==> config.mk <==
export PLATFORM = sky130hd
export DESIGN_NAME = serial_twos_comp_lanes
export DESIGN_NICKNAME = d
export VERILOG_FILES = /design/src/rtl/serial_twos_comp_lanes.sv
export SDC_FILE = /design/constraint.sdc
export NUM_CORES = 1
export LEC_CHECK = 0
export ABC_AREA = 1
export CAP_MARGIN = 10
export CORE_MARGIN = 1.5
export CORE_UTILIZATION = 50
export CTS_CLUSTER_DIAMETER = 40
export CTS_CLUSTER_SIZE = 12
export DETAILED_ROUTE_END_ITERATION = 8
export HOLD_SLACK_MARGIN = 0.1
export PLACE_DENSITY_LB_ADDON = 0.08
export RECOVER_POWER = 50
export SYNTH_ARGS = -nofsm -noshare
export SYNTH_HDL_FRONTEND = slang
export SYNTH_SLANG_ARGS = --single-unit
==> constraint.sdc <==
create_clock -name t_clk -period 1.35 [get_ports t_clk]
set_clock_uncertainty 0.1 [all_clocks]
set_input_delay 0.3375 -clock t_clk [delete_from_list [all_inputs] [get_ports t_clk]]
set_output_delay 0.3375 -clock t_clk [all_outputs]
set_load 0.02 [all_outputs]
==> src/rtl/serial_twos_comp_lanes.sv <==
// ---------------------------------------------------------------------------
// serial_twos_comp_lanes
//
// Multi-lane, word-framed serial two's-complement unit. Each lane receives a
// WIDTH-bit word LSB-first, one bit per clock. A completed word moves into an
// output buffer and is re-serialised LSB-first with one of four per-word
// operations: pass, negate, absolute value or ones' complement. Input capture
// and output shifting use separate buffers, so a new word can be collected
// while the previous one drains.
//
// Parameters:
//   WIDTH  bits per word (>= 2)
//   LANES  number of parallel serial lanes sharing framing and mode
//
// Ports:
//   t_clk      clock, all state changes on the rising edge
//   r          synchronous active-high reset, highest priority
//   in_valid   i carries a valid bit this cycle (low = stall)
//   in_sof     with in_valid, marks bit 0 of a new word
//   mode       sampled with in_sof: 0 pass, 1 negate, 2 abs, 3 ones' complement
//   i          serial data, one bit per lane, LSB first
//   y          registered serial result, one bit per lane, LSB first
//   out_valid  y holds a valid result bit
//   out_sof    y holds result bit 0
//   out_eow    y holds result bit WIDTH-1
//   ovf        per-lane overflow, meaningful only while out_eow is high
//   err        one-cycle framing error pulse
// ---------------------------------------------------------------------------
module serial_twos_comp_lanes #(
  parameter int WIDTH = 8,
  parameter int LANES = 1
) (
  input  logic             t_clk,
  input  logic             r,
  input  logic             in_valid,
  input  logic             in_sof,
  input  logic [1:0]       mode,
  input  logic [LANES-1:0] i,
  output logic [LANES-1:0] y,
  output logic             out_valid,
  output logic             out_sof,
  output logic             out_eow,
  output logic [LANES-1:0] ovf,
  output logic             err
);

  localparam int CW = (WIDTH > 1) ? $clog2(WIDTH) : 1;
  localparam logic [CW-1:0] LAST = CW'(WIDTH - 1);
  localparam logic [WIDTH-1:0] MIN_NEG = {1'b1, {(WIDTH-1){1'b0}}};

  typedef enum logic [1:0] {
    OP_PASS = 2'd0,
    OP_NEG  = 2'd1,
    OP_ABS  = 2'd2,
    OP_INV  = 2'd3
  } op_t;

  // Input side: word being assembled
  logic [CW-1:0]                 cnt;
  logic                          busy_in;
  logic [LANES-1:0][WIDTH-1:0]   in_buf;
  op_t                           in_op;
  logic                          word_done;

  // Output side: word being re-serialised
  logic [LANES-1:0][WIDTH-1:0]   out_buf;
  op_t                           out_op;
  logic [CW-1:0]                 out_cnt;
  logic [CW-1:0]                 out_next;
  logic [LANES-1:0]              seen;

  // One result bit. Serial negation copies bits up to and including the
  // first 1 and inverts everything after it, so "seen" means a 1 occurred
  // in a lower bit position. Abs negates only when the sign bit is set.
  function automatic logic op_bit(input op_t op, input logic b,
                                  input logic seen_one, input logic sign);
    case (op)
      OP_PASS: return b;
      OP_NEG:  return b ^ seen_one;
      OP_ABS:  return b ^ (seen_one & sign);
      default: return ~b;
    endcase
  endfunction

  assign out_next = out_cnt + CW'(1);

  // Input capture. An in_sof always starts a fresh word; if a word was
  // already in progress it is abandoned and flagged. A non-sof bit with no
  // word in progress is dropped and flagged. word_done pulses on the edge
  // that stores the last bit, which hands the word to the output side.
  always_ff @(posedge t_clk) begin
    if (r) begin
      cnt       <= '0;
      busy_in   <= 1'b0;
      word_done <= 1'b0;
      err       <= 1'b0;
      in_buf    <= '0;
      in_op     <= OP_PASS;
    end else begin
      word_done <= 1'b0;
      err       <= 1'b0;
      if (in_valid) begin
        if (in_sof) begin
          err <= busy_in;
          for (int l = 0; l < LANES; l++) begin
            in_buf[l][0] <= i[l];
          end
          in_op   <= op_t'(mode);
          cnt     <= CW'(1);
          busy_in <= 1'b1;
        end else if (busy_in) begin
          for (int l = 0; l < LANES; l++) begin
            in_buf[l][cnt] <= i[l];
          end
          if (cnt == LAST) begin
            cnt       <= '0;
            busy_in   <= 1'b0;
            word_done <= 1'b1;
          end else begin
            cnt <= cnt + CW'(1);
          end
        end else begin
          err <= 1'b1;
        end
      end
    end
  end

  // Output serialiser. On the edge after word_done the finished word is
  // copied in and bit 0 of the result is registered onto y straight away,
  // which gives the one-cycle latency from last input bit to first output
  // bit. The next word can only complete WIDTH edges later, exactly when
  // the current one has drained, so the copy never cuts a word short.
  always_ff @(posedge t_clk) begin
    if (r) begin
      y         <= '0;
      out_valid <= 1'b0;
      out_sof   <= 1'b0;
      out_eow   <= 1'b0;
      ovf       <= '0;
      out_buf   <= '0;
      out_op    <= OP_PASS;
      out_cnt   <= '0;
      seen      <= '0;
    end else begin
      ovf <= '0;
      if (word_done) begin
        out_buf   <= in_buf;
        out_op    <= in_op;
        out_cnt   <= '0;
        out_valid <= 1'b1;
        out_sof   <= 1'b1;
        out_eow   <= 1'b0;
        for (int l = 0; l < LANES; l++) begin
          y[l]    <= op_bit(in_op, in_buf[l][0], 1'b0, in_buf[l][WIDTH-1]);
          seen[l] <= in_buf[l][0];
        end
      end else if (out_valid && !out_eow) begin
        out_cnt <= out_next;
        out_sof <= 1'b0;
        out_eow <= (out_next == LAST);
        for (int l = 0; l < LANES; l++) begin
          y[l]    <= op_bit(out_op, out_buf[l][out_next], seen[l],
                            out_buf[l][WIDTH-1]);
          seen[l] <= seen[l] | out_buf[l][out_next];
          // Only the most negative word maps onto itself under negation
          ovf[l]  <= (out_next == LAST) &&
                     ((out_op == OP_NEG) || (out_op == OP_ABS)) &&
                     (out_buf[l] == MIN_NEG);
        end
      end else begin
        y         <= '0;
        out_valid <= 1'b0;
        out_sof   <= 1'b0;
        out_eow   <= 1'b0;
      end
    end
  end

endmodule

Yosys cells after proc, flatten, opt, wreduce, memory -nomap -nowiden
Cells that the tools add are included.
- register bits: 35
- input bits: 7
- output and inout bits: 6
- logic and storage cells: 82
- $add $sub $neg: 2
- magnitude comparators: 3
- equal/unequal tests: 8
- mux-type cells: 25
- bitwise gates (word level): 10
- reduce and logical (&&, ||, !) cells: 18
- operators by type and width (operator ; count):
    $mux 1 ; 18
    $mux 3 ; 3
    $bwmux 8 ; 1
    $eq 8x8->1 const B ; 1
    $lt 3x4->1 const B ; 2
    $add 3x1->3 const B ; 2
    $eq 3x3->1 const B ; 2
    $not 1->1 ; 6
    $reduce_or 3->1 ; 2
    $eq 2x1->1 const B ; 2
    $eq 2x2->1 const B ; 2
    $logic_and 1x1->1 ; 4
    $logic_not 2->1 ; 2
    $reduce_and 2->1 ; 2
    $reduce_bool 2->1 ; 2
    $reduce_or 2->1 ; 2
    $reduce_or 4->1 ; 1
    $bmux 1 s3 ; 1
    $demux 1 s3 ; 1
    $ge 3x1->1 const B ; 1
    $pmux 1 s3 ; 1
    $reduce_and 3->1 ; 1
    $ne 2x2->1 const B ; 1
    $xor 1x1->1 ; 2
    4 further kinds ; 4

Longest topological paths before layout
Gate-level depths: netlist of run 1.
- depth in word-level cells: 7
- mapped depth: 10
- depth with buffers taken out: 10

Worst setup path before layout of run 1
OpenSTA, ideal clock, no wires.
- kind: flip-flop to flip-flop
- start: register out_cnt[0]
- end: register y
- setup time: 0.066 ns
- arrival: 1.342 ns
- required time: 1.184 ns
- slack: -0.158 ns
- stages on the path, launching flop included: 10
- path buffers: 0
- clock period less this slack: 1.508 ns
- path through: dfxtp_1 inv_2 ha_1 inv_1 nand3_1 nand3_4 nand2_1 nand2_1 nand3_2 a21oi_2
- cells in the longest elaborated chain, start to end: 7
- elaborated cells on any way between the ends: 9
- classes of those cells: add/sub: 1; mux: 5; bitwise: 3
- ends and longest elaborated chain (what ; line ; text):
    from (decl) ; 68 ; logic [CW-1:0] out_cnt;
    from (signal assigned) ; 159 ; out_cnt <= out_next;
    $add 3x1->3 * ; 85 ; assign out_next = out_cnt + CW'(1);
    net out_next[0] ; 69 ; logic [CW-1:0] out_next;
    $bmux 1 s3 * ; 163 ; y[l] <= op_bit(out_op, out_buf[l][out_next], seen[l],
    $mux 1 (not written as such) * ; 163 ;
    $xor 1x1->1, or another cell as far along ; 80 ; OP_ABS: return b ^ (seen_one & sign);
    $pmux 1 s3 * ; 77 ; case (op)
    $mux 1 * ; 158 ; end else if (out_valid && !out_eow) begin
    $mux 1 * ; 147 ; if (word_done) begin
    to (signal, indexed assignment) ; 155 ; y[l] <= op_bit(in_op, in_buf[l][0], 1'b0, in_buf[l][WIDTH-1]);
    to (signal, indexed assignment) ; 163 ;
    to (decl) ; 39 ; output logic [LANES-1:0] y,
Mark *: on every way through the listed nets, which the timed path passes. The rest lies on a longest branch. The select of a mux whose other input is x is not followed.
A chain may end at the register's enable or synchronous reset.

Worst setup path after layout of run 1
- start: input r
- end: register ovf
- cells in the longest elaborated chain, start to end: 1
- ends and longest elaborated chain (what ; line ; text):
    from (decl) ; 34 ; input logic r,
    $reduce_or 3->1 (no line) ; - ;
    to (signal, indexed assignment) ; 167 ; ovf[l] <= (out_next == LAST) &&
    to (decl) ; 43 ; output logic [LANES-1:0] ovf,
No other way between the ends.

==> results.yml, run 1 <==
critical_path:
  crit_slowest_cell: "dlygate4sd3_1"
  required_ns: 1.53
  end_kind: "register"
  critical_path_class: "in2reg"
  critPathTopFamily: "buffers and inverters"
  cp_cell_sequence: "dlygate4sd3_1 > nor2_1 > clkbuf_4 > nand4_1 > nor3_1"
  crit_arrival_ns: 1.59
  cp_max_fo: 4
  crit_buf_inv: 2
  critPathMaxStageDelay_ns: 0.61
  start_kind: "primary input"
pwr:
  power.total_mw: 1.991
  ir_drop_uv: 613.3
  p_leak_nw: 0.8239
  powerDensity_nw_per_um2: 1008
routing:
  antenna_left: 0
  route.vias.total: 1371
  wl_per_cell_um: 12.37
  drc: 0
  vias_per_cell: 5.135
  drt_wl_total_um: 3303
  drt_iter0_markers: 77
  drt_first_pass_iters: 4
synthesis:
  ys_types: 26
  synthArstFlopShare_pct: 0
  yosysSeqAreaShare_pct: 44.73
  synthFlopType: "dfxtp_1"
  yosysMostFrequentCell: "dfxtp_1"
  synth.top_cell.area_share_pct: 44.73
  ys_top_cells_by_count: "35 x dfxtp_1, 34 x inv_1, 34 x nand2_1"
  avgSynthCellArea_um2: 7.992
  synth_top_cell_by_area: "dfxtp_1"
  synth_edf_count: 0
  netlist_instances: 196
  syn-num-nets: 211
  yosysWarnings: 0
  synth_area_leaders: "dfxtp_1 45%, inv_1 8.1%, nand2_1 8.1%"
  ys_seq_elements: 35
  syn_area_um2: 1567
placement:
  dpl.hpwl_um: 2461
  place.port_buffers: 12
  pre_cts_ws_ns: -0.5228
  place_congestion: 0.8355
layout:
  area.growth.synth_to_final_pct: 26.04
  n_fill_cell: 270
  drive_gt1_share_pct: 26.92
  nets: 248
  diodes: 0
grt:
  grt_max_degree: 14
  track_usage_pct: 21.60
  grt_pass1_wl_um: 5630
  grt_pass1_vias: 1359
  antenna_found_initial: 0
  grt.overflow.total: 0
cts:
  cts_hold_buf: 0
  htree_levels: 2
  clock_latency_ns: 0.35
  clock_path_buffers: 2
  cts.sinks: 35
  cts-root-buf: "clkbuf_4"
  clkTransAtPathRegs_ns: 0.11
  cts_buffers: 5
  tritoncts: "done"
min_path:
  worstHoldPathType: "reg2reg"
die:
  die_h_um: 58.98
  die-area_um2: 3478
  io_pins: 13
  core-area_um2: 3003
  die_width_um: 58.98
  start_util_pct: 52.17
  core.rowCount: 20
sta:
  slew_violations: 0
  setup_viol: 7
  slew_headroom_pct: 79.16
  fmax_mhz: 708.0
  period_share_pct: 104.6
  hold_viol: 0
  finalCriticalPeriod_ns: 1.412
  tightest_slew_ns: 0.3103
  finalWorstSetupSlack_ns: -0.06237
  rsz0062_at_grt: "yes"
run_status:
  violations: "negative setup slack"
  status: "finished, violations left"
flow_run:
  max_cap_viol_count: 0
## final timing paths
path / from / endpoint / slack (ns) / cells past startpoint
setup reg to reg: out_cnt[0]$_SDFFE_PP0P_ / y$_SDFF_PP0_ / -0.05 / 9
hold reg to reg: in_buf[3]$_SDFFE_PP0P_ / in_buf[3]$_SDFFE_PP0P_ / 0.36 / 2
hold / removal: in_buf[3]$_SDFFE_PP0P_ / in_buf[3]$_SDFFE_PP0P_ / 0.36 / 2
setup / recovery: r / ovf$_SDFF_PP0_ / -0.06 / 5
## cell type report
type                            count  area, um^2  area share (%)
Multi-Input combinational cell    122       754.5           38.21
Sequential cell                    35       709.4           35.93
Timing Repair Buffer               31       234.0           11.85
Inverter                           37       145.1           7.351
Clock inverter                      3       47.55           2.408
Tap cell                           33       41.29           2.091
Clock buffer                        5       37.54           1.901
Timing Repair inverter              1       5.005          0.2535
## metal layers
layer / track usage [%] / part of all wire, %
met2: 39.05 / 53
met5: 0 / 0
met4: 8.117 / 1.6
met1: 23.55 / 42
met3: 6.550 / 3.3
## layout by cell type (no fill, tap or decap), types with 3 or more instances in the layout
cell type	n
buf_2	6
clkdlybuf4s50_1	3
o22ai_1	7
inv_1	29
dfxtp_1	30
a21oi_1	16
ha_1	5
dfxtp_2	4
a211oi_1	3
nand3_1	8
nand2_1	34
o21ai_1	3
buf_4	17
nand3_2	5
o21ai_0	10
clkbuf_4	6
inv_2	6
nor3_1	3
nor2_1	9
## worst reg2reg max path, cell delays in order (launching register included)
cell,delay [ns]
dfxtp_4,0.40
inv_4,0.04
ha_4,0.28
inv_2,0.05
nand3_2,0.07
nand3_2,0.11
nand2_1,0.10
nand2_1,0.06
nand3_2,0.06
a21oi_2,0.04
## through the flow
step | cells | hold slack (ns) | cell area [um^2] | TNS (ns) | utilization, %
floorplan | 196 | 0.3143 | 1585 | 0 | -
global placement | 253 | 0.3442 | 1836 | -7.986 | 61.12
detailed placement | 253 | 0.3484 | 1836 | -9.077 | 61.12
finish | 267 | 0.3627 | 1974 | -0.2142 | 65.75
global route | 267 | 0.3776 | 1974 | -0.8706 | 65.75
CTS | 262 | 0.3521 | 1926 | -0.05192 | 64.13
## cells by family after synthesis
logic type / synth area share, %
simple gates: 21.49
compound gates: 15.34
buf+inv: 9.904
flops: 44.73
fa+ha+maj: 6.390
xor+xnor: 2.157
## timing repair
item	4_1_cts	5_1_grt
pin swaps	9	4
setup endpoints to repair	16	12
gates cloned	0	1
gates resized for setup	37	12
buffers inserted	1	4
## flip-flops by register name, indices dropped and copies added, names as in the netlist, 2 cells and up
| signal | count |
|---|---|
| out_buf | 8 |
| out_op | 2 |
| out_cnt | 3 |
| in_op | 2 |
| in_buf | 8 |
| cnt | 3 |
## report_power, final
group / total, mW / internal (mW) / switching, mW
combinational: 0.146 / 0.0656 / 0.0799
sequential: 1.06 / 1.05 / 0.0131
clock: 0.785 / 0.399 / 0.386
total: 1.99 / 1.51 / 0.479
Note: power is estimated with default switching activity, not from simulation.
==> run 2: changes to the inputs <==
--- a/config.mk
+++ b/config.mk
@@ -5,7 +5,6 @@
 export SDC_FILE = /design/constraint.sdc
 export NUM_CORES = 1
 export LEC_CHECK = 0
-export ABC_AREA = 1
 export CAP_MARGIN = 10
 export CORE_MARGIN = 1.5
 export CORE_UTILIZATION = 50
==> results.yml, run 2 <==
run_status:
  status: "finished, violations left"
  violations: "negative setup slack"
synthesis:
  synth-simple-area-share_pct: 22.12
  yosysWarnings: 0
  synth.top_cell.area_share_pct: 44.87
  synth_area_leaders: "dfxtp_1 45%, mux2i_1 11%, ha_1 6.4%"
  syn-num-nets: 181
  synthArstFlopShare_pct: 0
  synthFlopType: "dfxtp_1"
  yosysSeqAreaShare_pct: 44.87
  synth_xor_area_share_pct: 2.244
  synth.area.mux_share_pct: 14.50
  syn_area_um2: 1561
  synth_top_family_by_area: "simple AND/OR/NAND/NOR gates"
  synth_top_cell_by_area: "dfxtp_1"
  ys_seq_elements: 35
  netlist_instances: 166
  ys_top_cells_by_count: "35 x dfxtp_1, 25 x nor2_1, 17 x mux2i_1"
  synth_edf_count: 0
  synth_fa_ha_area_share_pct: 6.410
  yosysMostFrequentCell: "dfxtp_1"
  synth_compound_area_share_pct: 6.010
  avgSynthCellArea_um2: 9.407
  ys_types: 32
grt:
  antenna_found_initial: 0
  grt.overflow.total: 0
  grt_pass1_wl_um: 5023
  grt_max_degree: 33
  track_usage_pct: 19.46
  grt_pass1_vias: 1175
critical_path:
  end_kind: "register"
  crit_arrival_ns: 2.00
  start_kind: "register"
  critical_path_class: "reg2reg"
  r2r_cells: 6
  cp_max_fo: 3
  required_ns: 1.48
die:
  die_width_um: 58.89
  start_util_pct: 52.00
  io_pins: 13
  die-area_um2: 3467
  core-area_um2: 3003
  die_h_um: 58.89
  core.rowCount: 20
sta:
  slew_violations: 0
  timing.hold.ws_ns: 0.3819
  rsz0062_at_grt: "yes"
  hold_viol: 0
  tightest_slew_ns: 0.3170
  fmax_mhz: 533.7
  finalWorstSetupSlack_ns: -0.5235
  finalCriticalPeriod_ns: 1.874
  period_share_pct: 138.8
  setup_viol: 7
  slew_headroom_pct: 78.32
min_path:
  worstHoldPathType: "reg2reg"
  holdPathStages: 2
pwr:
  p_leak_nw: 0.8112
  power.total_mw: 1.731
  powerDensity_nw_per_um2: 844.2
  ir_drop_uv: 511.5
routing:
  drc: 0
  vias_per_cell: 5.298
  antenna_left: 0
  drt_iter0_markers: 15
  route.vias.total: 1245
  wl_per_cell_um: 13.09
  drt_wl_total_um: 3077
  drt_first_pass_iters: 4
placement:
  dpl.hpwl_um: 2068
  place_congestion: 0.7662
  pre_cts_ws_ns: -0.5358
  place.port_buffers: 12
layout:
  drive_gt1_share_pct: 35.15
  n_fill_cell: 240
  nets: 216
  area.growth.synth_to_final_pct: 31.33
  diodes: 0
  final_common_cell: "dfxtp_1"
  final_cell_mix: "27 x dfxtp_1, 25 x nor2_1, 25 x buf_4, 17 x mux2i_1, 14 x nand2_1"
  top_regs: "in_buf: 8 flops, out_buf: 8 flops"
flow_run:
  max_cap_viol_count: 0
cts:
  tritoncts: "done"
  cts_buffers: 5
  clock_latency_ns: 0.34
  clkTransAtPathRegs_ns: 0.10
  clock_path_buffers: 2
  cts-root-buf: "clkbuf_4"
  cts.sinks: 35
  htree_levels: 2
  cts_hold_buf: 0
-- run 2: changes by cell type after synthesis, sizes merged, moves of 6 or more --
cell    delta
a21oi     -12
clkbuf     +7
inv       -32
mux2i     +17
nand2     -21
nand3      -9
nor2      +14
o21ai     -10
o22ai      -6
-- run 2: layer usage --
| layer | vias to the layer above | wire [um] | GRT usage [%] |
|---|---|---|---|
| met3 | 5 | 128 | 6.593 |
| met4 | 0 | 41 | 7.143 |
| met5 | - | 0 | 0 |
| li1 | 639 | - | - |
| met1 | 583 | 1416 | 23.79 |
| met2 | 18 | 1491 | 31.75 |
-- run 2: final cells by class --
cell class                      instances  area (um^2)  share of cell area [%]
Sequential cell                        35        715.7                   34.90
Multi-Input combinational cell        116        929.6                   45.33
Tap cell                               33        41.29                   2.013
Inverter                                5        21.27                   1.037
Clock inverter                          1        5.005                  0.2441
Clock buffer                            7        45.04                   2.196
Timing Repair Buffer                   38        292.8                   14.28
-- run 2: logic make-up after synthesis --
group	after synthesis
compound gates	15
xor+xnor	4
fa+ha+maj	8
buf+inv	15
flops	35
mux	20
simple gates	69
-- run 2: final timing paths --
kind                                 from               endpoint  slack, ns
setup / recovery  out_cnt[0]$_SDFFE_PP0P_      seen$_SDFFE_PP0P_      -0.52
hold / removal      in_op[1]$_SDFFE_PP0P_  in_op[1]$_SDFFE_PP0P_       0.38
setup reg to reg  out_cnt[0]$_SDFFE_PP0P_      seen$_SDFFE_PP0P_      -0.52
hold reg to reg     in_op[1]$_SDFFE_PP0P_  in_op[1]$_SDFFE_PP0P_       0.38
-- run 2: repair_timing --
action,CTS,global route
endpoints found under the setup margin,21,18
pin swaps,9,8
buffers inserted,1,2
resized for setup,42,11
-- run 2: through the flow --
step	setup TNS, ns	area (um^2)	cells	util, %
3_5_place_dp	-9.553	1914	224	63.75
4_1_cts	-1.265	2011	233	66.96
3_3_place_gp	-8.941	1914	224	63.75
2_1_floorplan	-1.520	1633	166	-
5_1_grt	-2.177	2051	235	68.29
6_report	-1.342	2051	235	68.29
-- run 2: worst max-delay path, cell delays in order, from the launching register on --
cell and delay, ns:
dfxtp_4 0.36, inv_2 0.04, ha_4 0.26, mux4_2 0.48, mux2_4 0.29, a211oi_2 0.18
nor3_1 0.06
-- run 2: where the power goes --
group	switching, mW	leakage [nW]	internal [mW]
combinational	0.0673	0.495	0.0694
sequential	0.0134	0.287	1.04
clock	0.336	0.0293	0.203
total	0.417	0.811	1.31
